## config.mk

```make
export PLATFORM = sky130hd
export DESIGN_NAME = dht_responder
export DESIGN_NICKNAME = d
export VERILOG_FILES = /design/src/rtl/dht_responder.sv
export SDC_FILE = /design/constraint.sdc
export NUM_CORES = 1
export LEC_CHECK = 0
export CELL_PAD_IN_SITES_DETAIL_PLACEMENT = 0
export CELL_PAD_IN_SITES_GLOBAL_PLACEMENT = 1
export CORE_ASPECT_RATIO = 0.7
export CORE_UTILIZATION = 40
export DETAILED_ROUTE_END_ITERATION = 6
export PLACE_DENSITY_LB_ADDON = 0.1
export SYNTH_ARGS = -nofsm -noshare
export SYNTH_HDL_FRONTEND = slang
export SYNTH_SLANG_ARGS = --single-unit
```

## constraint.sdc

```tcl
create_clock -name I_clk -period 6 [get_ports I_clk]
set_input_delay 0.9 -clock I_clk [delete_from_list [all_inputs] [get_ports I_clk]]
set_output_delay 0.9 -clock I_clk [all_outputs]
set_load 0.05 [all_outputs]
```

## src/rtl/dht_responder.sv

```systemverilog
// Single-wire humidity/temperature sensor responder.
// Waits for a host start pulse on the open-drain data line, then sends the 40-bit frame
// {humi_int, humi_dec, temp_int, temp_dec, checksum}, MSB first.
// All phase lengths are microsecond counts scaled by TICKS_PER_US.
module dht_responder #(
  parameter int unsigned TICKS_PER_US  = 100,
  parameter int unsigned START_MIN_US  = 18000,
  parameter int unsigned RESP_DELAY_US = 30
) (
  input  logic       I_clk,
  input  logic       I_rst_n,
  input  logic       I_sda_in,
  output logic       O_sda_oe,
  input  logic [7:0] I_humi_int,
  input  logic [7:0] I_humi_dec,
  input  logic [7:0] I_temp_int,
  input  logic [7:0] I_temp_dec,
  output logic       O_busy,
  output logic       O_done
);

  localparam int unsigned StartTicks = START_MIN_US * TICKS_PER_US;
  localparam int unsigned DelayTicks = RESP_DELAY_US * TICKS_PER_US;
  localparam int unsigned RespTicks  = 80 * TICKS_PER_US;
  // The counter must hold the start threshold and every response phase.
  localparam int unsigned MaxA       = (StartTicks > DelayTicks) ? StartTicks : DelayTicks;
  localparam int unsigned MaxTicks   = (MaxA > RespTicks) ? MaxA : RespTicks;
  localparam int unsigned CntW       = $clog2(MaxTicks + 1);

  localparam logic [CntW-1:0] StartM1 = CntW'(StartTicks - 1);
  localparam logic [CntW-1:0] DelayN  = CntW'(DelayTicks);
  localparam logic [CntW-1:0] RespN   = CntW'(RespTicks);
  localparam logic [CntW-1:0] BitLowN = CntW'(50 * TICKS_PER_US);
  localparam logic [CntW-1:0] Bit0N   = CntW'(26 * TICKS_PER_US);
  localparam logic [CntW-1:0] Bit1N   = CntW'(70 * TICKS_PER_US);
  localparam logic [CntW-1:0] EndN    = CntW'(50 * TICKS_PER_US);

  typedef enum logic [3:0] {
    StIdle,
    StHostLow,
    StWaitRel,
    StRespDelay,
    StRespLow,
    StRespHigh,
    StBitLow,
    StBitHigh,
    StEndLow
  } state_e;

  state_e            state_q;
  logic [CntW-1:0]   cnt_q;
  logic [5:0]        bit_cnt_q;
  logic [39:0]       shift_q;
  logic              oe_q, busy_q, done_q;
  logic              sda_meta_q, sda_sync_q, sda_prev_q;
  logic [CntW-1:0]   phase_len;
  logic              phase_end;
  logic              line, line_fall;
  logic [7:0]        checksum;

  assign line      = sda_sync_q;
  assign line_fall = sda_prev_q & ~sda_sync_q;
  assign checksum  = I_humi_int + I_humi_dec + I_temp_int + I_temp_dec;

  // Two-flop synchronizer plus one delayed copy for edge detection; idles high like the bus.
  always_ff @(posedge I_clk) begin
    if (!I_rst_n) begin
      sda_meta_q <= 1'b1;
      sda_sync_q <= 1'b1;
      sda_prev_q <= 1'b1;
    end else begin
      sda_meta_q <= I_sda_in;
      sda_sync_q <= sda_meta_q;
      sda_prev_q <= sda_sync_q;
    end
  end

  // Length of the current timed response phase, in clock cycles.
  always_comb begin
    phase_len = RespN;
    case (state_q)
      StRespDelay: phase_len = DelayN;
      StBitLow:    phase_len = BitLowN;
      StBitHigh:   phase_len = shift_q[39] ? Bit1N : Bit0N;
      StEndLow:    phase_len = EndN;
      default:     phase_len = RespN;
    endcase
  end

  assign phase_end = (cnt_q == phase_len - CntW'(1));

  // Main sequencer with registered line drive, busy and done.
  always_ff @(posedge I_clk) begin
    if (!I_rst_n) begin
      state_q   <= StIdle;
      cnt_q     <= '0;
      bit_cnt_q <= '0;
      shift_q   <= '0;
      oe_q      <= 1'b0;
      busy_q    <= 1'b0;
      done_q    <= 1'b0;
    end else begin
      done_q <= 1'b0;
      unique case (state_q)
        StIdle: begin
          if (line_fall) begin
            state_q <= StHostLow;
            cnt_q   <= '0;
          end
        end
        StHostLow: begin
          // Threshold wins over a same-cycle release so exactly START_MIN_US of low is accepted.
          if (cnt_q == StartM1) begin
            state_q <= StWaitRel;
            busy_q  <= 1'b1;
            cnt_q   <= '0;
          end else if (line) begin
            state_q <= StIdle;
          end else begin
            cnt_q <= cnt_q + CntW'(1);
          end
        end
        StWaitRel: begin
          if (line) begin
            shift_q   <= {I_humi_int, I_humi_dec, I_temp_int, I_temp_dec, checksum};
            bit_cnt_q <= '0;
            cnt_q     <= '0;
            state_q   <= StRespDelay;
          end
        end
        StRespDelay, StRespLow, StRespHigh, StBitLow, StBitHigh, StEndLow: begin
          if (!phase_end) begin
            cnt_q <= cnt_q + CntW'(1);
          end else begin
            cnt_q <= '0;
            unique case (state_q)
              StRespDelay: begin state_q <= StRespLow;  oe_q <= 1'b1; end
              StRespLow:   begin state_q <= StRespHigh; oe_q <= 1'b0; end
              StRespHigh:  begin state_q <= StBitLow;   oe_q <= 1'b1; end
              StBitLow:    begin state_q <= StBitHigh;  oe_q <= 1'b0; end
              StBitHigh: begin
                shift_q   <= {shift_q[38:0], 1'b0};
                bit_cnt_q <= bit_cnt_q + 6'd1;
                oe_q      <= 1'b1;
                state_q   <= (bit_cnt_q == 6'd39) ? StEndLow : StBitLow;
              end
              default: begin
                state_q <= StIdle;
                oe_q    <= 1'b0;
                busy_q  <= 1'b0;
                done_q  <= 1'b1;
              end
            endcase
          end
        end
        default: state_q <= StIdle;
      endcase
    end
  end

  assign O_sda_oe = oe_q;
  assign O_busy   = busy_q;
  assign O_done   = done_q;

endmodule

```

==> impl_results.md, run 1 <==
- Status: complete, no violations
- Switching portion of total power: 0.331
- Yosys top cell by area: dfxtp_1
- Max-slew headroom: 0.456
- Total Power: 1.77 mW
- Vias in the first global route: slightly below 4000
- Depth of the CTS H-tree: 3
- Core ar.: ~0.012 mm²
- Largest net degree at the start of global routing: 54
- Share of flip-flops with an asynchronous set or reset: 0
- Setup violations, final: 0
- Final hold violations: 0
- P per Cell Area: 314 mW/mm²
- First-pass DRT Iterations: 5
- CTS tree: built
- Die ar.: 0.0126 mm²
- GRT Util Overall: 0.236
- Max Slew Vio Count: 0
- Setup Buffers After CTS: 0
- Worst Skew: 0.00737 ns
- Sequential fraction of the synthesis area: 0.317
- Clock buffer depth: 2
- # resized after CTS: 0
- Post-Layout Inst Area: around 0.0056 mm²
- Clock Sinks: 77
- Detailed-route via count: roughly 4400
- Top FF cell, synth: dfxtp_1
- IR drop worst, VDD: approximately 0.00019 V
- Synth warn: 0
- Syn_area_per_cell: ~8.6 µm²
- Post-DP HPWL: ~9800 µm
- Share of post-route cells with drive strength above 1: 0.0727
- Nets: 631
- Clock share of power: 0.366
- Combinational share of power: 0.287
- Setup CP Type: flop to flop
- Worst-path clk slew: 0.06 ns
- Critical path's top delay family: simple AND/OR/NAND/NOR gates
- Die Ht: between 90 and 100 µm
- Initial Util: 0.413
- Gr ovfl total: 0
- Internal Pwr Total: 1.18 mW
- Final period util: 0.655
- Hold crit path type: flop to flop
- Port Buffers: 37
- Psw: 0.585 mW
- Ant diodes: 0
- Final Instance Count excl. Fillers: 735
- Worst path arrival time: ~4 ns
- Mapped Area: approximately 0.005 mm²
- Root Buffer: clkbuf_16
- CTS buffer count: 9
- Routability cong.: about 0.84
- Clock Latency Late Sink: 0.34 ns
- Global-route wire length before repair: 22700 µm
- Setup TNS Final: 0 ns
- Slowest cell on crit path: dfxtp_1
- Synthesized Nets: 623
- Sequential power share: 0.348
- Site Rows: 33
- RSZ-0062 raised after global routing: false
- Max-cap violations: 0
- Critical Path Sink Type: flop
- Max Clock Freq: 255 MHz
- Worst Path Required: 6.19 ns
- WL final: about 14000 µm
- Startpoint Class: flop
- WL/cell: 19.3 µm
- Initial antenna violation count: 0
- Post-Syn Instances: 565
- P_leak: 1.75 nW
- Worst slew pin tran: 0.815 ns
- Remaining DRCs: 0
- Die X-Extent: 134 µm
- ANT nets after route: 0
- Worst-path fanout max: 25
- Post-synth EDFFs: 0
- Yosys top cell area share: 0.317
- FF+latch count, synth: just under 80
- Fillers: 1113
- Crit path cell chain: nor4bb_1, nor3_1, a2111oi_2, nor3b_1, nand4_1, nand2_1, buf_4, a211oi_1
- Minimum clock period: 3.93 ns
- I/O pin cnt: 38
- Area delta synth->final: 15.7%
- Placed cell area: 0.00528 mm²
- CTS Hold Bufs: 0
- Largest cells by area after synthesis: dfxtp_1, mux2i_1, fa_1, a211oi_1, nor3_1
- Worst Path Buf+Inv: 1
- Synth cell types: 72
- Final core utilization: 0.478
- Vias per cell: ~6
- Placed cells: 719
- Crit-path max cell delay: 0.85 ns
- Iteration-0 DRC Markers: around 350
flip-flops by register name, summed over array words and instances (netlist names), 4 cells and up:
signal,count
shift_q,40
cnt_q,21
bit_cnt_q,6
state_q,4
per-stage QoR:
stage	hold slack [ns]	setup WS, ns
3_5_place_dp	0.410	1.82
2_1_floorplan	0.386	2.49
6_report	0.413	2.07
4_1_cts	0.419	2.11
3_3_place_gp	0.396	1.83
5_1_grt	0.447	1.73
power by group through the flow:
stage	logic, mW	registers (mW)	clock network [mW]
finish	0.507	0.615	0.647
global route	0.566	0.622	0.679
CTS	0.504	0.614	0.659
detailed placement	0.500	0.625	0
global placement	0.497	0.624	0
floorplan	0.396	0.593	0
worst paths after layout:
kind                                start                  endpoint  slack [ns]  cells past startpoint
setup reg to reg  state_q[1]$_SDFFE_PN0P_  shift_q[25]$_SDFFE_PN0P_        2.07                      8
setup / recovery  state_q[1]$_SDFFE_PN0P_  shift_q[25]$_SDFFE_PN0P_        2.07                      8
hold reg to reg     sda_meta_q$_SDFF_PN1_           line$_SDFF_PN1_        0.41                      1
hold / removal      sda_meta_q$_SDFF_PN1_           line$_SDFF_PN1_        0.41                      1
worst register-to-register path: cells and delay by family, from the launching register on:
family	cells	cell delay, ns
compound gates	2	0.53
buf+inv	1	0.40
simple gates	5	1.99
flops	1	0.85
kinds of logic after synthesis:
| kind of cell | share of synthesized area |
|---|---|
| muxes | 0.0802 |
| xor gates and xnor gates | 0.0198 |
| and+or+nand+nor | 0.227 |
| adders and majority gates | 0.0808 |
| DFF | 0.317 |
| AOI/OAI and AO/OA | 0.219 |
| buffers and inverters | 0.0563 |
metal layers:
metal,wire [µm],vias up,track usage
met1,8030,2161,0.395
met3,628,7,0.0399
li1,-,2134,-
met4,91,0,0.0455
met2,5460,112,0.297
met5,0,-,0
cell type report:
class | count | area, µm² | area share
clock inverter | 5 | 106 | 0.0189
timing repair buffer | 45 | 430 | 0.0764
clock buffer | 11 | 243 | 0.0431
sequential | 77 | 1540 | 0.274
inverter | 14 | 52.6 | 0.00933
tap | 157 | 196 | 0.0349
multi-input combinational | 426 | 3060 | 0.544
cell usage after synthesis (4+ instances only):
library cell and count:
o31ai_1 7, o21ai_0 17, inv_1 13, fa_1 14
or3_1 7, and2_1 6, o2111ai_1 11, or2_2 5
nor2b_1 5, o211ai_1 5, a21oi_1 30, nand2b_1 7
clkbuf_1 25, o221ai_1 4, nand2_1 37, a211oi_1 36
nor3_1 51, nand4_1 8, ha_1 9, mux2i_1 39
o21ai_1 5, dfxtp_1 77, xor2_1 4, nor2_1 21
xnor2_1 7, nand3_1 22, buf_2 18, nor4_1 4
and3_1 6
cell usage in the layout, fill, tap and decap left out, drive strengths merged, types with 5 or more instances in the layout:
cell type / count
dfxtp: 77
nor3: 51
mux2i: 39
nand2: 37
clkdlybuf4s50: 37
a211oi: 36
a21oi: 31
nand3: 23
o21ai: 23
nor2: 21
fa: 14
inv: 14
o2111ai: 11
clkbuf: 11
ha: 9
nand4: 8
buf: 8
o31ai: 7
nand2b: 7
or3: 7
xnor2: 7
and2: 6
and3: 6
o211ai: 6
or2: 5
nor2b: 5
nor4: 5
(Power assumes the default switching activity.)
==> run 2: changes to the inputs <==
==> constraint.sdc (replaced) <==
create_clock -name I_clk -period 3.5 [get_ports I_clk]
set_input_delay 0.525 -clock I_clk [delete_from_list [all_inputs] [get_ports I_clk]]
set_output_delay 0.525 -clock I_clk [all_outputs]
set_load 0.05 [all_outputs]
==> impl_results.md, run 2 (synthesized netlist as in run 1, its figures left out) <==
- R2r startpoint: state_q[2]$_SDFFE_PN0P_
- Ant diodes: 0
- Worst Path Required: around 3.7 ns
- Die X-Extent: 134 µm
- Register with the most flip-flops: shift_q
- RSZ-0062 raised after global routing: false
- Die ar.: 0.0126 mm²
- Remaining DRCs: 0
- IR drop worst, VDD: 0.000276 V
- GRT Util Overall: 0.239
- Hold Crit Start: sda_meta_q$_SDFF_PN1_
- I/O pin cnt: 38
- Setup violations, final: 0
- CTS buffer count: 9
- Worst slew pin tran: 0.811 ns
- Root Buffer: clkbuf_16
- Setup TNS Final: 0 ns
- Max reg flops: 40
- WL final: 14300 µm
- Setup slack after placement: -0.280 ns
- Global-route wire length before repair: 23100 µm
- Die Ht: around 94 µm
- Startpoint Class: primary input
- Worst Setup SP: I_humi_dec[2]
- Max Slew Vio Count: 0
- Placed cell area: roughly 0.0054 mm²
- Setup CP Type: primary input to flop
- Status: complete, no violations
- Largest net degree at the start of global routing: 47
- Final hold violations: 0
- Vias in the first global route: 4094
- Fillers: 1154
- Core ar.: ~0.012 mm²
- P per Cell Area: about 520 mW/mm²
- Total Power: around 3 mW
- Gr ovfl total: 0
- Final Instance Count excl. Fillers: roughly 750
- Hold crit path type: flop to flop
- WL/cell: 19.0 µm
- Clock Sinks: 77
- Share of post-route cells with drive strength above 1: 0.102
- Worst-path fanout max: 2
- CTS tree: built
- Largest regs: shift_q (40), cnt_q (21), bit_cnt_q (6)
- Initial Util: 0.413
- Post-Layout Inst Area: 0.00577 mm²
- Clock Latency Late Sink: ~0.34 ns
- Initial antenna violation count: 0
- Routability cong.: around 0.9
- Minimum clock period: ~3.3 ns
- Nets: 649
- Max-slew headroom: 0.445
- Most frequent cells in the layout: dfxtp_1, nor3_1, mux2i_1
- First-pass DRT Iterations: 5
- Max-cap violations: 0
- Worst hold slack: ~0.42 ns
- Vias per cell: 5.91
- Max Clock Freq: 303 MHz
- Site Rows: 33
- Worst Skew: 0.00595 ns
- Clock buffer depth: 2
- Setup Buffers After CTS: 0
- Port Buffers: 37
- ANT nets after route: 0
- Detailed-route via count: 4451
- Critical Path Sink Type: flop
- Setup WS post-layout: 0.197 ns
- Placed cells: 737
- Final period util: 0.944
- Post-DP HPWL: approximately 10000 µm
- Iteration-0 DRC Markers: 337
- Final core utilization: 0.490
- P_leak: 1.84 nW
- Worst-path clk slew: 0.06 ns
- Most common cell after layout, fill and taps aside: dfxtp_1
- Depth of the CTS H-tree: 3
- Area delta synth->final: 18.5%
- Worst path arrival time: 3.53 ns
run 2: layer usage:
| metal | global-route usage | up-vias | wire (µm) |
|---|---|---|---|
| met5 | 0 | - | 0 |
| met1 | 0.391 | 2163 | 7790 |
| li1 | - | 2171 | - |
| met2 | 0.309 | 107 | 5460 |
| met4 | 0.0379 | 0 | 77 |
| met3 | 0.0507 | 10 | 958 |
run 2: final cells by class:
type                       count  area (µm²)  share of cell area
multi-input combinational    426        3070               0.532
sequential                    77        1540               0.267
timing repair buffer          63         593               0.103
clock buffer                  11         233              0.0404
tap                          157         196              0.0341
clock inverter                 5        83.8              0.0145
inverter                      14        52.6             0.00911
run 2: where the power goes:
group,total [mW],switching (mW),internal [mW]
Sequential,1.03,0.0728,0.959
Combinational,0.955,0.560,0.395
Clock,1.01,0.383,0.628
run 2: worst max-delay path, cell delays in order:
cell	delay (ns)
clkdlybuf4s50_1	0.58
fa_1	0.47
fa_1	0.56
inv_1	0.07
fa_2	0.39
nor2b_2	0.13
nor3_1	0.07
o21bai_1	0.14
a21oi_1	0.09
xnor2_1	0.13
o221a_2	0.23
o21a_1	0.16
run 2: path summary, 6_finish.rpt:
| check | endpoint | slack, ns | depth (start not counted) |
|---|---|---|---|
| hold reg to reg | line$_SDFF_PN1_ | 0.42 | 1 |
| setup / recovery | shift_q[7]$_SDFFE_PN0P_ | 0.20 | 12 |
| hold / removal | line$_SDFF_PN1_ | 0.42 | 1 |
| setup reg to reg | state_q[0]$_SDFFE_PN0P_ | 0.45 | 8 |
run 2: what timing repair did:
action / 4_1_cts / 5_1_grt
endpoints found under the setup margin: 0 / 2
resized for setup: 0 / 3
hold buffers: 0 / 0
